===== src/rtl/multiplier_control_pkg.sv =====
`default_nettype none
// ============================================================================
// Module : mult_ctrl_pkg
// Brief  : State encoding, default width and next-state rule for the
//          shift-add multiplier sequencer.
// Rev    : 1.0  initial release
// ============================================================================
package mult_ctrl_pkg;

   localparam int MULT_N_BITS_DEFAULT = 8;

   typedef enum logic [2:0] {
      IDLE  = 3'd0,
      CLR   = 3'd1,
      ADD   = 3'd2,
      SHIFT = 3'd3,
      HOLD  = 3'd4
   } mult_state_t;

   // HOLD waits for Run to drop so a held Run never restarts the sequence.
   function automatic mult_state_t mult_next_state(input mult_state_t state,
                                                   input logic        run,
                                                   input logic        last);
      mult_state_t nxt;
      nxt = state;
      case (state)
         IDLE:    if (run) nxt = CLR;
         CLR:     nxt = ADD;
         ADD:     nxt = SHIFT;
         SHIFT:   nxt = last ? HOLD : ADD;
         HOLD:    if (!run) nxt = IDLE;
         default: nxt = IDLE;
      endcase
      return nxt;
   endfunction

endpackage
`default_nettype wire


===== src/rtl/multiplier_control_if.sv =====
`default_nettype none
// ============================================================================
// Module : multiplier_control_if
// Brief  : Request/strobe bundle between the multiplier datapath and its
//          sequencer. master = datapath side, slave = sequencer.
// Rev    : 1.0  initial release
// ============================================================================
interface multiplier_control_if;

   logic Run;
   logic ClearA_LoadB;
   logic M;
   logic ClearA;
   logic LoadB;
   logic Add;
   logic Sub;
   logic Shift;
   logic Busy;
   logic Done;

   modport master (
      output Run, ClearA_LoadB, M,
      input  ClearA, LoadB, Add, Sub, Shift, Busy, Done
   );

   modport slave (
      input  Run, ClearA_LoadB, M,
      output ClearA, LoadB, Add, Sub, Shift, Busy, Done
   );

endinterface
`default_nettype wire


===== src/rtl/multiplier_control_iter_counter.sv =====
`default_nettype none
// ============================================================================
// Module : mult_iter_counter
// Brief  : Multiplier-bit iteration counter; saturates at N_BITS-1 and only
//          returns to zero on clr or Reset.
// Rev    : 1.0  initial release
// ============================================================================
module mult_iter_counter
   import mult_ctrl_pkg::*;
#(
   parameter int N_BITS = MULT_N_BITS_DEFAULT,
   parameter int CNT_W  = 3
) (
   input  wire logic             Clk,
   input  wire logic             Reset,
   input  wire logic             clr,
   input  wire logic             inc,
   output logic      [CNT_W-1:0] count,
   output logic                  last
);

   localparam logic [CNT_W-1:0] C_LAST = CNT_W'(N_BITS - 1);

   always_ff @(posedge Clk) begin
      if (Reset || clr) begin
         count <= '0;
      end else if (inc && !last) begin
         count <= count + CNT_W'(1);
      end
   end

   assign last = (count == C_LAST);

endmodule
`default_nettype wire


===== src/rtl/multiplier_control.sv =====
`default_nettype none
// ============================================================================
// Module : multiplier_control
// Brief  : Sequencer for the 8-bit signed shift-add multiplier. Optional
//          macro MULT_RUN_SYNC_EN adds a 2-flop synchronizer on Run.
// Rev    : 1.0  initial release
// ============================================================================
module multiplier_control
   import mult_ctrl_pkg::*;
#(
   parameter int N_BITS = MULT_N_BITS_DEFAULT
) (
   input wire logic             Clk,
   input wire logic             Reset,
   multiplier_control_if.slave  bus
);

   localparam int               CNT_W  = (N_BITS > 1) ? $clog2(N_BITS) : 1;
   localparam logic [CNT_W-1:0] C_LAST = CNT_W'(N_BITS - 1);

   logic             w_run;
   logic [CNT_W-1:0] w_count;
   logic             w_last;
   mult_state_t      r_state;
   mult_state_t      w_next;
   logic             r_idle;
   logic             r_clear_a;
   logic             r_add_slot;
   logic             r_shift;
   logic             r_busy;
   logic             r_done;

`ifdef MULT_RUN_SYNC_EN
   logic r_run_s1;
   logic r_run_s2;

   always_ff @(posedge Clk) begin
      if (Reset) begin
         r_run_s1 <= 1'b0;
         r_run_s2 <= 1'b0;
      end else begin
         r_run_s1 <= bus.Run;
         r_run_s2 <= r_run_s1;
      end
   end

   assign w_run = r_run_s2;
`else
   assign w_run = bus.Run;
`endif

   assign w_next = mult_next_state(r_state, w_run, w_last);

   mult_iter_counter #(
      .N_BITS (N_BITS),
      .CNT_W  (CNT_W)
   ) u_iter_counter (
      .Clk   (Clk),
      .Reset (Reset),
      .clr   ((r_state == IDLE) && w_run),
      .inc   (r_state == SHIFT),
      .count (w_count),
      .last  (w_last)
   );

   always_ff @(posedge Clk) begin
      if (Reset) begin
         r_state    <= IDLE;
         r_idle     <= 1'b1;
         r_clear_a  <= 1'b0;
         r_add_slot <= 1'b0;
         r_shift    <= 1'b0;
         r_busy     <= 1'b0;
         r_done     <= 1'b0;
      end else begin
         r_state    <= w_next;
         r_idle     <= (w_next == IDLE);
         r_clear_a  <= (w_next == CLR);
         r_add_slot <= (w_next == ADD);
         r_shift    <= (w_next == SHIFT);
         r_busy     <= (w_next == CLR) || (w_next == ADD) || (w_next == SHIFT);
         r_done     <= (w_next == HOLD) && (r_state != HOLD);
      end
   end

   // The last slot subtracts: the multiplier MSB carries negative weight.
   logic w_idle_req;
   logic w_last_slot;

   assign w_idle_req  = r_idle && bus.ClearA_LoadB && !w_run;
   assign w_last_slot = (w_count == C_LAST);

   assign bus.ClearA = r_clear_a || w_idle_req;
   assign bus.LoadB  = w_idle_req;
   assign bus.Add    = r_add_slot && bus.M && !w_last_slot;
   assign bus.Sub    = r_add_slot && bus.M && w_last_slot;
   assign bus.Shift  = r_shift;
   assign bus.Busy   = r_busy;
   assign bus.Done   = r_done;

endmodule
`default_nettype wire

===== src/flat_wrapper.sv =====
// flat-port wrapper written by rule: the top's interface ports become plain ports
module multiplier_control_flat import mult_ctrl_pkg::*;
#(
   parameter int N_BITS = MULT_N_BITS_DEFAULT
)
  (Clk, Reset, bus_Run, bus_ClearA_LoadB, bus_M, bus_ClearA, bus_LoadB, bus_Add, bus_Sub, bus_Shift, bus_Busy, bus_Done);
  multiplier_control_if bus_i ();
  input wire logic Clk;
  input wire logic Reset;
  input wire logic [$bits(bus_i.Run)-1:0] bus_Run;
  input wire logic [$bits(bus_i.ClearA_LoadB)-1:0] bus_ClearA_LoadB;
  input wire logic [$bits(bus_i.M)-1:0] bus_M;
  output wire logic [$bits(bus_i.ClearA)-1:0] bus_ClearA;
  output wire logic [$bits(bus_i.LoadB)-1:0] bus_LoadB;
  output wire logic [$bits(bus_i.Add)-1:0] bus_Add;
  output wire logic [$bits(bus_i.Sub)-1:0] bus_Sub;
  output wire logic [$bits(bus_i.Shift)-1:0] bus_Shift;
  output wire logic [$bits(bus_i.Busy)-1:0] bus_Busy;
  output wire logic [$bits(bus_i.Done)-1:0] bus_Done;
  assign bus_i.Run = bus_Run;
  assign bus_i.ClearA_LoadB = bus_ClearA_LoadB;
  assign bus_i.M = bus_M;
  assign bus_ClearA = bus_i.ClearA;
  assign bus_LoadB = bus_i.LoadB;
  assign bus_Add = bus_i.Add;
  assign bus_Sub = bus_i.Sub;
  assign bus_Shift = bus_i.Shift;
  assign bus_Busy = bus_i.Busy;
  assign bus_Done = bus_i.Done;
  multiplier_control #(.N_BITS(N_BITS)) u_core (.Clk(Clk), .Reset(Reset), .bus(bus_i));
endmodule

===== config.mk =====
export PLATFORM = sky130hd
export DESIGN_NAME = multiplier_control_flat
export DESIGN_NICKNAME = d
export VERILOG_FILES = /design/src/rtl/multiplier_control_pkg.sv /design/src/rtl/multiplier_control_if.sv /design/src/rtl/multiplier_control_iter_counter.sv /design/src/rtl/multiplier_control.sv /design/src/flat_wrapper.sv
export SDC_FILE = /design/constraint.sdc
export NUM_CORES = 1
export LEC_CHECK = 0
export CAP_MARGIN = 10
export CORE_AREA = 3 3 40 42
export CTS_BUF_LIST = sky130_fd_sc_hd__clkbuf_16
export CTS_CLUSTER_SIZE = 16
export DETAILED_ROUTE_END_ITERATION = 6
export DIE_AREA = 0 0 43 45
export PLACE_DENSITY_LB_ADDON = 0.1
export SETUP_SLACK_MARGIN = 0.3
export SYNTH_ARGS = -nofsm -noshare
export SYNTH_HDL_FRONTEND = slang
export SYNTH_SLANG_ARGS = --single-unit

===== constraint.sdc =====
create_clock -name Clk -period 1.62 [get_ports Clk]
set_clock_uncertainty 0.1 [all_clocks]
set_input_delay 0.243 -clock Clk [delete_from_list [all_inputs] [get_ports Clk]]
set_output_delay 0.243 -clock Clk [all_outputs]
set_load 0.03 [all_outputs]

Word-level counts from Yosys, hierarchy flattened
Index checks and enable logic that the tools add are counted.

Output and inout port bits: 7. Logic and storage cells: 39. Input port bits: 5. Register bits after elaboration: 12.

Add/subtract/negate cells: 1. Equal/unequal tests: 10. Muxes and demuxes: 4. Reduce and logical (&&, ||, !) cells: 16.

Operators by type and width (number): one-hot mux 3 bit (5 select lines) (1); equality test 3 x 2 -> 1 bit, second input constant (4); equality test 3 bit, second input constant (3); two-way mux 3 bit (3); logical AND 1 bit (8); equality test 3 x 1 -> 1 bit, second input constant (2); zero test 3 bit (2); logical OR 1 bit (4); adder 3 x 1 -> 3 bit, second input constant (1); != test 3 bit, second input constant (1); zero test 1 bit (2).

Longest topological paths before layout
Depth in word-level cells: 6. Gate-level depth with buffers: 5. Depth with buffers taken out: 5.

Hierarchy
A second synthesis with hierarchy kept.

Cell total of the unflattened synthesis: 53. Area, all modules: 525.5 µm².

By module, submodules not included: multiplier_control (instances 1, cells each 41, area each 382.9 µm²); mult_iter_counter (instances 1, cells each 12, area each 142.6 µm²).

Worst setup path before layout
Ideal clock, no wire load.

Path type: reg2reg. Start: register u_core.u_iter_counter.count[0]. End: register u_core.u_iter_counter.count[1]. Data required time: 1.404 ns. Arrival time: 1.279 ns. Stages on the path, launching flop included: 6. Library setup time: 0.116 ns. Slack: 0.125 ns. Clock period less this slack: 1.495 ns. Path through: dfxtp_1 > ha_1 > ha_1 > and4bb_2 > mux2i_1 > nor2_1.

Cells in the longest elaborated chain, start to end: 3. Elaborated cells between the ends (all ways): 4. Those cells by class: add/sub (1); eq/ne (1); reduce/logical (2).

Ends and longest elaborated chain: start, declared (RTL line multiplier_control_iter_counter.sv:18) `output logic [CNT_W-1:0] count,`; start signal, assigned (RTL line multiplier_control_iter_counter.sv:28) `count <= count + CNT_W'(1);`; branches (longest 3 deep; another with adder 3 x 1 -> 3 bit).

Parallel ways; which one is timed is not known. A chain may end at the register's enable or synchronous reset.

Worst setup path after layout
Start: register u_core.u_iter_counter.count[0]. End: output bus_Sub.

Cells in the longest elaborated chain, start to end: 2.

Ends and longest elaborated chain: equality test 3 bit (RTL line multiplier_control.sv:91) `assign w_last_slot = (w_count == C_LAST);`; logical AND 1 bit (RTL line multiplier_control.sv:96) `assign bus.Sub = r_add_slot && bus.M && w_last_slot;`; end, declared (RTL line flat_wrapper.sv:16) `output wire logic [$bits(bus_i.Sub)-1:0] bus_Sub;`.

No other way between the ends.

==> impl_metrics.py <==
metrics = {
    "run_status": {
        "status": "complete, no violations",
    },
    "final_layout": {
        "nNetsFinal": 72,
        "final_cells": 79,
        "area_growth_pct": 47.00,
        "n_antenna_cell": 0,
        "drive_gt1_share_pct": 32.81,
        "final_area_um2": 735.7,
    },
    "placement": {
        "port_buffers": 11,
        "placed_cell_area_um2": 631.9,
        "place_hpwl_um": 606.4,
        "place_inst": 73,
        "routabilityCongestion": 0.6446,
    },
    "power": {
        "pwr-share-seq_pct": 37.9,
        "p_switching_uw": 174.3,
        "p_int_uw": 677.7,
        "comb_power_share_pct": 10.2,
        "vdd_drop_max_v": 0.001002,
        "p_total_uw": 852.0,
        "clock_power_share_pct": 52.0,
        "leakage_nw": 0.2998,
        "powerDensity_mw_per_mm2": 1158,
        "swShare_pct": 20.45,
    },
    "cts": {
        "htreeDepth": 1,
        "postCtsHoldBufs": 0,
        "cts_inserted_buffers": 3,
        "clk_path_buf_depth": 2,
        "clkLatencyLatePin_ps": 240,
        "clkSinkCount": 12,
        "path_clk_slew_ps": 40,
        "tritoncts": "done",
        "root_buffer": "clkbuf_16",
    },
    "global_route": {
        "grt_pass1_vias": 343,
        "grt_max_degree": 10,
        "grt_pass1_wl_um": 1407,
        "antenna_found_initial": 0,
        "overflow": 0,
        "grtUsageTotal_pct": 10.03,
    },
    "route": {
        "met3_length_um": 64,
        "top_layer": "met3",
        "routedWlPerCell_um": 10.94,
        "drc_errors": 0,
        "met2WireLength_um": 434,
        "wl_met1_um": 366,
        "vias_per_cell": 4.823,
        "firstDrtPassIters": 4,
        "vias": 381,
        "drt-initial-drc-count": 12,
        "detail-route-antenna-nets": 0,
        "totalWireLength_um": 864,
    },
    "logic_synthesis": {
        "synthSimpleGateAreaFrac_pct": 24.25,
        "yosysUniqueCellTypes": 23,
        "netlist_instances": 49,
        "ys_ff_latch": 12,
        "ys_warn_count": 0,
        "yosysSeqAreaShare_pct": 48.00,
        "synthMuxAreaShare_pct": 4.000,
        "synth_xor_area_share_pct": 1.750,
        "synth_top_family_by_area": "simple AND/OR/NAND/NOR gates",
        "syn_area_um2": 500.5,
        "synthAdderAreaFrac_pct": 5.000,
        "yosys.area.top_type": "dfxtp_1",
        "synth_nets": 56,
        "synth_area_per_cell_um2": 10.21,
        "synth_compound_area_share_pct": 11.50,
        "synth_top_area_share_pct": 48.00,
        "synthTopCellsByArea": "dfxtp_1, nor2_1, ha_1, buf_6, mux2i_1",
    },
    "setup_path": {
        "worstSetupEndpointType": "output port",
        "arrival_ps": 1150,
        "path_delay_family": "flip-flops",
        "cp.required_ps": 1280,
        "startpoint_type": "flop",
        "slowest_stage": "dfxtp_2",
        "slowest_delay_ps": 330,
        "cp.depth": 4,
        "worstPathBufferInverterCount": 1,
        "path_class": "reg2out",
        "crit_top_cell": "ha_4",
        "path_max_fanout": 5,
        "path_cells": "ha_4 > ha_4 > and3_4 > buf_6",
        "r2r_cells": 5,
    },
    "worst_hold_path": {
        "hold_path_depth": 3,
        "hp-class": "in2reg",
    },
    "die": {
        "chipHeight_um": 45,
        "io_pins": 12,
        "fp-row-count": 13,
        "coreArea_mm2": 0.001285,
        "initial_core_util_pct": 38.95,
        "die_area_mm2": 0.001935,
        "die_width_um": 43,
    },
    "timing": {
        "finalCritPeriodShare_pct": 92.35,
        "post-route-min-period_ps": 1496,
        "maxSlewViolCount": 0,
        "tightestPinTransition_ps": 327.2,
        "max_slew_margin_pct": 78.16,
        "rsz0062_at_grt": "yes",
        "setup_viol": 0,
        "clock.fmax_mhz": 668.4,
        "hold_viol": 0,
    },
    "job": {
        "drv_cap": 0,
    },
}
[registers in the layout (all words and copies together), names as in the netlist]
register	count
u_core.r_idle	1
u_core.u_iter_counter.count	3
u_core.bus.Busy	1
u_core.r_add_slot	1
u_core.r_clear_a	1
u_core.bus.Done	1
u_core.r_state	3
u_core.bus.Shift	1
[timing repair]
item,CTS,global route
setup buffers,2,0
gates resized for setup,14,2
pin swaps,6,2
setup endpoints to repair,12,8
[area by class of cell]
type	instances	area, µm²
Multi-Input combinational cell	34	267.8
Timing Repair Buffer	14	127.6
Clock buffer	3	75.07
Tap cell	15	18.77
Fill cell	123	549.3
Clock inverter	1	3.754
Sequential cell	12	242.7
[kinds of logic after synthesis]
family,after synthesis
AO/OA/AOI/OAI,7
XOR/XNOR,1
adder cells (fa/ha/maj),2
buffers and inverters,3
flip-flops,12
multiplexers,2
AND/OR/NAND/NOR,22
[path summary, 6_finish.rpt]
kind                                    endpoint  slack [ps]                      startpoint
setup / recovery                         bus_Sub         120  u_core.u_iter_counter.count[0]
hold reg to reg   u_core.u_iter_counter.count[1]         420  u_core.u_iter_counter.count[1]
hold / removal                   u_core.bus.Busy         410                         bus_Run
setup reg to reg  u_core.u_iter_counter.count[2]         180  u_core.u_iter_counter.count[0]
[cell usage after synthesis, drive strengths merged]
master / count
nor2b: 1
or2: 1
nand4b: 1
nand3: 1
o21bai: 1
and3: 1
ha: 2
and4bb: 1
o31a: 1
nor4b: 1
nor3: 1
nand2b: 1
buf: 2
mux2i: 2
a21oi: 2
dfxtp: 12
clkbuf: 1
nor2: 9
o21ai: 2
a311oi: 1
xnor2: 1
nand2: 3
or3b: 1
[through the flow]
step / TNS, ps / hold WS [ps] / setup slack (ps) / utilization (%)
5_1_grt: 0 / 435.2 / 82.18 / 57.25
2_1_floorplan: 0 / 212.1 / 206.7 / -
3_5_place_dp: -587.2 / 413.6 / -360.5 / 49.17
4_1_cts: 0 / 410.0 / 113.1 / 56.77
6_report: 0 / 409.3 / 123.9 / 57.25
3_3_place_gp: -594.0 / 414.1 / -353.3 / 49.17
[layout by cell type, fill, tap and decap left out, types with 2 or more instances in the layout]
cell type and instances:
dfxtp_1 10, nor2_1 8, dfxtp_2 2, mux2i_1 2, a21oi_1 2, buf_6 3
o21ai_0 2, nand2_1 3, buf_4 4, ha_4 2, clkbuf_16 3, clkdlybuf4s50_1 2
dlygate4sd2_1 5
[worst min-delay path, cell delays in order]
cell and delay [ps]:
dlygate4sd2_1 230, buf_4 130, o31a_2 110
[power groups by stage]
stage	sequential, mW	clock, mW	combinational (mW)
final	0.323	0.443	0.0868
after global routing	0.324	0.469	0.0933
after CTS	0.322	0.456	0.0838
after detailed placement	0.327	0	0.0844
after global placement	0.327	0	0.0840
after floorplan	0.326	0	0.0550
[routing by layer]
metal,track usage [%],up-vias
li1,-,200
met1,10.95,170
met2,15.87,11
met3,6.375,0
met4,3.614,0
met5,0,-
(Power assumes the default switching activity.)
